**config.mk**
```make
export PLATFORM = sky130hd
export DESIGN_NAME = dmem_port_arbiter
export DESIGN_NICKNAME = d
export VERILOG_FILES = /design/src/rtl/dmem_arb_pkg.sv /design/src/rtl/dmem_rd_tag_pipe.sv /design/src/rtl/dmem_port_arbiter.sv
export SDC_FILE = /design/constraint.sdc
export NUM_CORES = 1
export LEC_CHECK = 0
export BUFFER_PORTS_ARGS = -buffer_cell sky130_fd_sc_hd__buf_4
export CORE_UTILIZATION = 50
export DETAILED_ROUTE_END_ITERATION = 16
export HOLD_SLACK_MARGIN = 0.06
export PLACE_DENSITY = 0.85
export SYNTH_ARGS = -nofsm -noshare
export SYNTH_HDL_FRONTEND = slang
export SYNTH_HIERARCHICAL = 1
export SYNTH_SLANG_ARGS = --single-unit
```
**constraint.sdc**
```tcl
create_clock -name clock -period 2.5 [get_ports clock]
set_clock_uncertainty 0.1 [all_clocks]
set_input_delay 0.5 -clock clock [delete_from_list [all_inputs] [get_ports clock]]
set_output_delay 0.5 -clock clock [all_outputs]
set_load 0.05 [all_outputs]
```
**src/rtl/dmem_arb_pkg.sv**
```systemverilog
// Shared constants and types for the dmem port arbiter.
package dmem_arb_pkg;

    localparam logic PORT_CPU = 1'b0;
    localparam logic PORT_AUX = 1'b1;

    localparam int unsigned ADDR_W_DEF = 12;
    localparam int unsigned DATA_W_DEF = 32;

    typedef enum logic {
        ARB_RR    = 1'b0,
        ARB_LOCK1 = 1'b1
    } arb_state_e;

    // Read-return tag: which port issued the read still in flight.
    typedef struct packed {
        logic valid;
        logic port;
    } rd_tag_t;

endpackage

```
**src/rtl/dmem_rd_tag_pipe.sv**
```systemverilog
// RD_LAT-deep shift register of read tags, aligned with the dmem read latency.
module dmem_rd_tag_pipe
    import dmem_arb_pkg::*;
#(
    parameter int unsigned RD_LAT = 1
) (
    input  logic    clock,
    input  logic    reset,
    input  rd_tag_t tag_in,
    output rd_tag_t tag_out
);

    rd_tag_t stage [RD_LAT];

    always_ff @(posedge clock) begin
        if (!reset) begin
            for (int i = 0; i < int'(RD_LAT); i++) begin
                stage[i] <= '0;
            end
        end else begin
            stage[0] <= tag_in;
            for (int i = 1; i < int'(RD_LAT); i++) begin
                stage[i] <= stage[i-1];
            end
        end
    end

    assign tag_out = stage[RD_LAT-1];

endmodule

```
**src/rtl/dmem_port_arbiter.sv**
```systemverilog
// Two-port round-robin arbiter in front of the single-port dmem syncram.
// Optional port-1 lock ownership is built when DMEM_ARB_LOCK_EN is defined.
module dmem_port_arbiter
    import dmem_arb_pkg::*;
#(
    parameter int unsigned ADDR_W   = ADDR_W_DEF,
    parameter int unsigned DATA_W   = DATA_W_DEF,
    parameter int unsigned RD_LAT   = 1,
    parameter int unsigned MAX_LOCK = 16
) (
    input  logic              clock,
    input  logic              reset,
    input  logic              req0,
    input  logic [ADDR_W-1:0] req0_addr,
    input  logic [DATA_W-1:0] req0_wdata,
    input  logic              req0_wren,
    output logic              gnt0,
    output logic              rvalid0,
    output logic [DATA_W-1:0] rdata0,
    input  logic              req1,
    input  logic [ADDR_W-1:0] req1_addr,
    input  logic [DATA_W-1:0] req1_wdata,
    input  logic              req1_wren,
    input  logic              req1_lock,
    output logic              gnt1,
    output logic              rvalid1,
    output logic [DATA_W-1:0] rdata1,
    output logic [ADDR_W-1:0] mem_address,
    output logic [DATA_W-1:0] mem_data,
    output logic              mem_wren,
    input  logic [DATA_W-1:0] mem_q
);

    logic              last_winner;
    logic              lock_hold;
    logic              lock_exit;
    logic [ADDR_W-1:0] addr_q;
    logic [DATA_W-1:0] data_q;
    logic [DATA_W-1:0] rdata0_q;
    logic [DATA_W-1:0] rdata1_q;
    rd_tag_t           tag_in;
    rd_tag_t           tag_out;

`ifdef DMEM_ARB_LOCK_EN
    localparam int unsigned CNT_W = $clog2(MAX_LOCK + 1);

    arb_state_e       state;
    logic [CNT_W-1:0] lock_cnt;
    logic [CNT_W-1:0] cnt_inc;

    assign lock_hold = (state == ARB_LOCK1);
    assign cnt_inc   = lock_cnt + CNT_W'(1);
    // Lock ends after the grant that brings the run to MAX_LOCK cycles.
    assign lock_exit = lock_hold && (!req1 || !req1_lock || (cnt_inc >= CNT_W'(MAX_LOCK)));

    always_ff @(posedge clock) begin
        if (!reset) begin
            state    <= ARB_RR;
            lock_cnt <= '0;
        end else begin
            case (state)
                ARB_RR: begin
                    if (gnt1 && req1_lock && (MAX_LOCK > 1)) begin
                        state    <= ARB_LOCK1;
                        lock_cnt <= CNT_W'(1);
                    end
                end
                ARB_LOCK1: begin
                    if (lock_exit) begin
                        state    <= ARB_RR;
                        lock_cnt <= '0;
                    end else if (gnt1) begin
                        lock_cnt <= cnt_inc;
                    end
                end
                default: begin
                    state    <= ARB_RR;
                    lock_cnt <= '0;
                end
            endcase
        end
    end
`else
    logic [32:0] unused_lock;

    assign lock_hold   = 1'b0;
    assign lock_exit   = 1'b0;
    assign unused_lock = {req1_lock, 32'(MAX_LOCK)};
`endif

    // Per-cycle grant; nothing is granted while reset is held low.
    always_comb begin
        gnt0 = 1'b0;
        gnt1 = 1'b0;
        if (reset) begin
            if (lock_hold && req1) begin
                gnt1 = 1'b1;
            end else if (req0 && req1) begin
                gnt0 = (last_winner == PORT_AUX);
                gnt1 = (last_winner == PORT_CPU);
            end else begin
                gnt0 = req0;
                gnt1 = req1;
            end
        end
    end

    // Winner drives the pins; idle cycles replay the last address/data with wren low.
    always_comb begin
        mem_address = addr_q;
        mem_data    = data_q;
        mem_wren    = 1'b0;
        if (gnt0) begin
            mem_address = req0_addr;
            mem_data    = req0_wdata;
            mem_wren    = req0_wren;
        end else if (gnt1) begin
            mem_address = req1_addr;
            mem_data    = req1_wdata;
            mem_wren    = req1_wren;
        end
    end

    always_ff @(posedge clock) begin
        if (!reset) begin
            last_winner <= PORT_AUX;
            addr_q      <= '0;
            data_q      <= '0;
        end else begin
            if (lock_exit) begin
                last_winner <= PORT_AUX;
            end else if (gnt0) begin
                last_winner <= PORT_CPU;
            end else if (gnt1) begin
                last_winner <= PORT_AUX;
            end
            if (gnt0 || gnt1) begin
                addr_q <= mem_address;
                data_q <= mem_data;
            end
        end
    end

    assign tag_in.valid = (gnt0 && !req0_wren) || (gnt1 && !req1_wren);
    assign tag_in.port  = gnt1 ? PORT_AUX : PORT_CPU;

    dmem_rd_tag_pipe #(
        .RD_LAT (RD_LAT)
    ) u_tag_pipe (
        .clock   (clock),
        .reset   (reset),
        .tag_in  (tag_in),
        .tag_out (tag_out)
    );

    // Returning tag steers mem_q to its port; the other port keeps its last data.
    assign rvalid0 = reset && tag_out.valid && (tag_out.port == PORT_CPU);
    assign rvalid1 = reset && tag_out.valid && (tag_out.port == PORT_AUX);
    assign rdata0  = rvalid0 ? mem_q : rdata0_q;
    assign rdata1  = rvalid1 ? mem_q : rdata1_q;

    always_ff @(posedge clock) begin
        if (!reset) begin
            rdata0_q <= '0;
            rdata1_q <= '0;
        end else begin
            if (rvalid0) begin
                rdata0_q <= mem_q;
            end
            if (rvalid1) begin
                rdata1_q <= mem_q;
            end
        end
    end

endmodule

```
# Yosys cells after proc, flatten, opt, wreduce, memory -nomap -nowiden

Memory sizes are Yosys's and may differ from the RTL's.
Index checks and enable logic that the tools add are counted.

Output and inout port bits: 113
Bits in writable memories: 2
Memory bits (read-only): 0
Bits in latches: 0
Bits in registers: 109
Memories kept: 1

Shifts and indexed selects: 0
Magnitude comparators: 0
Eq/ne operators: 0
Bitwise gates (word level): 2
Add/subtract/negate cells: 0
Reduce and logical (&&, ||, !) cells: 12
Divide/modulo/power cells: 0
Multiplexer cells: 19
Multiply operators: 0

Memories:

| memory           | depth | bits a word | rd ports | clocked after Yosys merged registers in | write ports | line                   | source |
|---|---|---|---|---|---|---|---|
| u_tag_pipe.stage | 1     | 2           | 1        | 0                                       | 1           | dmem_rd_tag_pipe.sv:13 | `rd_tag_t stage [RD_LAT];` |

Operators with widths:

| cell                | count |
|---|---|
| $mux W32            | 4 |
| $mux W12            | 2 |
| $mux W1             | 12 |
| $logic_and A1 B1 Y1 | 6 |
| $logic_not A1 Y1    | 2 |
| $logic_or A1 B1 Y1  | 2 |
| $mux W2             | 1 |
| $not A1 Y1          | 2 |
| $reduce_bool A2 Y1  | 1 |
| $reduce_or A2 Y1    | 1 |

# Logic depth before layout (Yosys ltp)

Word-level depth: 6
Gate-level depth with buffers: 6
Mapped depth without buffers: 4

# By module

Netlist, hierarchy kept.

Modules (own cells, without submodules):

| module            | seq. area each (um2) | area each (um2) | cells an instance | times used |
|---|---|---|---|---|
| dmem_port_arbiter | 2182.1               | 5122.4          | 524               | 1 |
| dmem_rd_tag_pipe  | 40.0                 | 52.6            | 4                 | 1 |

# Least setup slack after synthesis

No wires, ideal clock.

Path type: input-to-output
Start: input reset
End: output mem_address[0]
Required time: 1.900 ns
Stages: 6
Arrival time: 1.974 ns
Path buffers: 3
Path slack: -0.074 ns
Cells stage by stage: buf_4 -> o21a_1 -> buf_2 -> buf_2 -> nor2_1 -> a21oi_1

Longest elaborated chain between the ends: 3
Elaborated cells on any way between the ends: 4
Those cells by class: 4 x mux

RTL lines:

| what            | line                     | source |
|---|---|---|
| start, declared | dmem_port_arbiter.sv:12  | `input logic reset,` |
| $mux W1         | dmem_port_arbiter.sv:95  | `if (reset) begin` |
| $mux W12        | dmem_port_arbiter.sv:117 | `end else if (gnt1) begin` |
| $mux W12 *      | dmem_port_arbiter.sv:113 | `if (gnt0) begin` |
| end, declared   | dmem_port_arbiter.sv:28  | `output logic [ADDR_W-1:0] mem_address,` |

Every way passes the cells marked *; elsewhere a longest branch is shown, timed or not.

# Worst setup path after layout

Start: register last_winner
End: output mem_data[14]

Longest elaborated chain between the ends: 5
Elaborated cells on any way between the ends: 7
Those cells by class: 6 x mux; 1 x bitwise

RTL lines:

| what                   | line                     | source |
|---|---|---|
| start, declared        | dmem_port_arbiter.sv:34  | `logic last_winner;` |
| start signal, assigned | dmem_port_arbiter.sv:126 | `last_winner <= PORT_AUX;` |
| start signal, assigned | dmem_port_arbiter.sv:131 | `last_winner <= PORT_AUX;` |
| start signal, assigned | dmem_port_arbiter.sv:133 | `last_winner <= PORT_CPU;` |
| $not A1 Y1             | dmem_port_arbiter.sv:100 | `gnt1 = (last_winner == PORT_CPU);` |
| $mux W1                | dmem_port_arbiter.sv:98  | `end else if (req0 && req1) begin` |
| $mux W1                | dmem_port_arbiter.sv:95  |  |
| $mux W32               | dmem_port_arbiter.sv:117 |  |
| $mux W32 *             | dmem_port_arbiter.sv:113 |  |
| end, declared          | dmem_port_arbiter.sv:29  | `output logic [DATA_W-1:0] mem_data,` |

Marks and branches as above.

==> out/qor.csv <==
stage;metric;value;unit
status;status;finished clean;
yosys;yosysTopAreaCell;dfxtp_1;
clock_tree;cts_sinks;111;
timing;hold_viol;0;
yosys;syn_nets;655;
clock_tree;cts_tree;done;
timing;fin_setup_tns;0;ns
critical_path;setup.worst_path.start;last_winner;
routing;ant_nets;0;
clock_tree;clkTransAtPathRegs;0.11;ns
hold_path;hold_class;input pin to flip-flop;
yosys;yosys.area_share.simple;12.4;%
die;die_h;104;um
timing;slew_headroom;73.1;%
die;rows;36;
timing;fin_crit_sh;95.6;%
clock_tree;cts_root_buf;clkbuf_8;
cells_and_area;synthToLayoutAreaGrowth;43.4;%
timing;fmax;418;MHz
yosys;synth_top_family_by_area;compound AO/OA/AOI/OAI gates;
critical_path;critical_path_arrival;1.79;ns
yosys;synthTopCellsByArea;dfxtp_1 (43%), mux2_4 (17%), a21oi_1 (8.5%);
power_and_ir_drop;p_leak;3.52;nW
timing;worst_slew_pin_slew;0.404;ns
critical_path;crit_fanout;46;
yosys;netlist_area;5170;sq um
yosys;synth_fa_ha_area_share;0;%
yosys;synth_edf_count;0;
place;place_congestion;0.769;
clock_tree;worst_skew_pair.late_latency;0.36;ns
routing;drc;0;
yosys;yosysSeqAreaShare;42.9;%
job;maxCapViolations;0;
critical_path;critPathKind;flip-flop to output pin;
critical_path;crit_end;mem_data[14];
place;hpwl;9750;um
die;core;9910;sq um
critical_path;worstPathRequired;1.90;ns
yosys;synthFlopType;dfxtp_1;
routing;firstDrtPassIters;5;
timing;rsz0062_at_grt;false;
power_and_ir_drop;ir_drop;0.390;mV
cells_and_area;fin_util;74.9;%
critical_path;r2r_cells;4;
routing;drtIter0Drc;205;
grt;grt_max_degree;53;
timing;report.final.slew_viol_count;0;
clock_tree;cts_buffer_depth;2;
clock_tree;numCtsBuffers;9;
die;dieWidth;104;um
routing;avgRoutedWirePerCell;15.2;um
grt;grt_usage;24.8;%
clock_tree;h-tree-depth;3;
yosys;synth_top_cell_area_share;42.9;%
yosys;ys_top_cells_by_count;dfxtp_1 (111), a21oi_1 (88), and2_1 (66);
cells_and_area;final_nets;866;
yosys;syn-instance-count;528;
yosys;ys_async_sr_fraction;0;%
yosys;ys_ff_latch;111;
yosys;synthMuxAreaShare;18.1;%
critical_path;timing.rr.start;u_tag_pipe/stage[0][0];
yosys;synth-compound-area-share;20.9;%
yosys;yosysMostFrequentCell;dfxtp_1;
grt;overflow;0;
power_and_ir_drop;p_per_area;553;nW/um^2
yosys;yosysUniqueCellTypes;23;
grt;antenna_found_initial;0;
die;die_area;10800;sq um
clock_tree;cts_resized;0;
critical_path;r2r-end;rdata0_q[0];
hold_path;hold_start;req1_wdata[27];
routing;vias;4608;
critical_path;rrSetupSlack;0.94;ns
timing;min_period;2.39;ns
routing;drt_wl_total;13300;um
grt;grt_pass1_wl;21700;um
clock_tree;hold_buffers;0;
routing;vias_per_cell;5.26;
yosys;synth.avg_cell_area;9.80;sq um
cells_and_area;diodes;0;
die;ioPinCount;240;
timing;setup_violations;0;
clock_tree;postCtsSetupBuffers;0;
yosys;yosysWarnings;6;
critical_path;start_kind;flip-flop;
die;initial_core_util;52.2;%
cells_and_area;drive_gt1_share;50.7;%
yosys;synth_xor_area_share;0;%
critical_path;critPathCaptureType;output pin;
place;io_buffers;238;
grt;grt_pass1_vias;4415;
power breakdown:
part           switching [mW]  internal (mW)
Combinational           0.715          0.427
Clock                   0.618          0.478
Sequential             0.0314           1.84
state kept, by name (all words and copies together) (netlist names):
register          count
rdata0_q             32
last_winner           1
u_tag_pipe/stage      2
data_q               32
rdata1_q             32
addr_q               12
metrics by stage:
stage                     setup slack (ns)  hold WS [ns]  total power, mW  instances  area (sq um)
after floorplan                     0.0154         0.381             2.65        528          5330
after global placement               0.265         0.418             3.02        861          7220
after detailed placement             0.251         0.431             3.05        861          7220
after CTS                           0.0681         0.326             4.14        876          7420
after global routing               0.00229         0.328             4.30        876          7420
final                                0.110         0.342             4.10        876          7420
worst max-delay path, stage by stage (launching register included):
cell and delay [ns]:
dfxtp_1 0.35, nand2b_1 0.18, buf_12 0.19, a32oi_1 0.37
a21oi_1 0.12, buf_4 0.20
logic make-up after synthesis:
kind of cell / count (synthesis)
AO/OA/AOI/OAI: 180
AND/OR/NAND/NOR: 117
flip-flops: 111
multiplexers: 64
buffers and inverters: 56
layout by cell type (no fill, tap or decap):
cell / count
o21a_4: 1
bufinv_16: 1
nand3_4: 1
o22ai_1: 1
inv_8: 2
clkinv_4: 3
buf_12: 7
nor2_1: 44
a22o_1: 1
nand3b_4: 1
a32oi_1: 44
nand3_1: 2
and2_1: 66
a21oi_1: 46
mux2_2: 6
a21boi_4: 1
clkbuf_8: 9
a21oi_2: 42
nand2_1: 1
buf_4: 245
nand2b_1: 2
dfxtp_1: 111
mux2_4: 58
o21ai_0: 44
inv_1: 4
worst min-delay path by stage:
stage,endpoint,slack [ns],cells past startpoint
floorplan,last_winner,0.38,2
global placement,addr_q[4],0.42,2
detailed placement,addr_q[0],0.43,2
CTS,data_q[27],0.33,3
global route,data_q[27],0.33,3
finish,data_q[27],0.34,3
layout make-up:
cell class	instances	area, sq um
clock buffers	9	124
clock inverters	6	78.8
multi-input cells	361	2830
repair buffers	252	1980
well taps	133	166
inverters	4	15.0
flip-flops and latches	111	2220
fillers	717	2490
routing by layer:
layer  GRT usage, %  up-vias  part of all wire, %  routed length (um)
li1               -     2302                    -                   -
met3           4.66       12                  6.4                 849
met1           31.0     2105                   42                5600
met4           7.55        0                  1.2                 163
met2           43.3      189                   50                6690
met5              0        -                    0                   0
(Power assumes the default switching activity.)
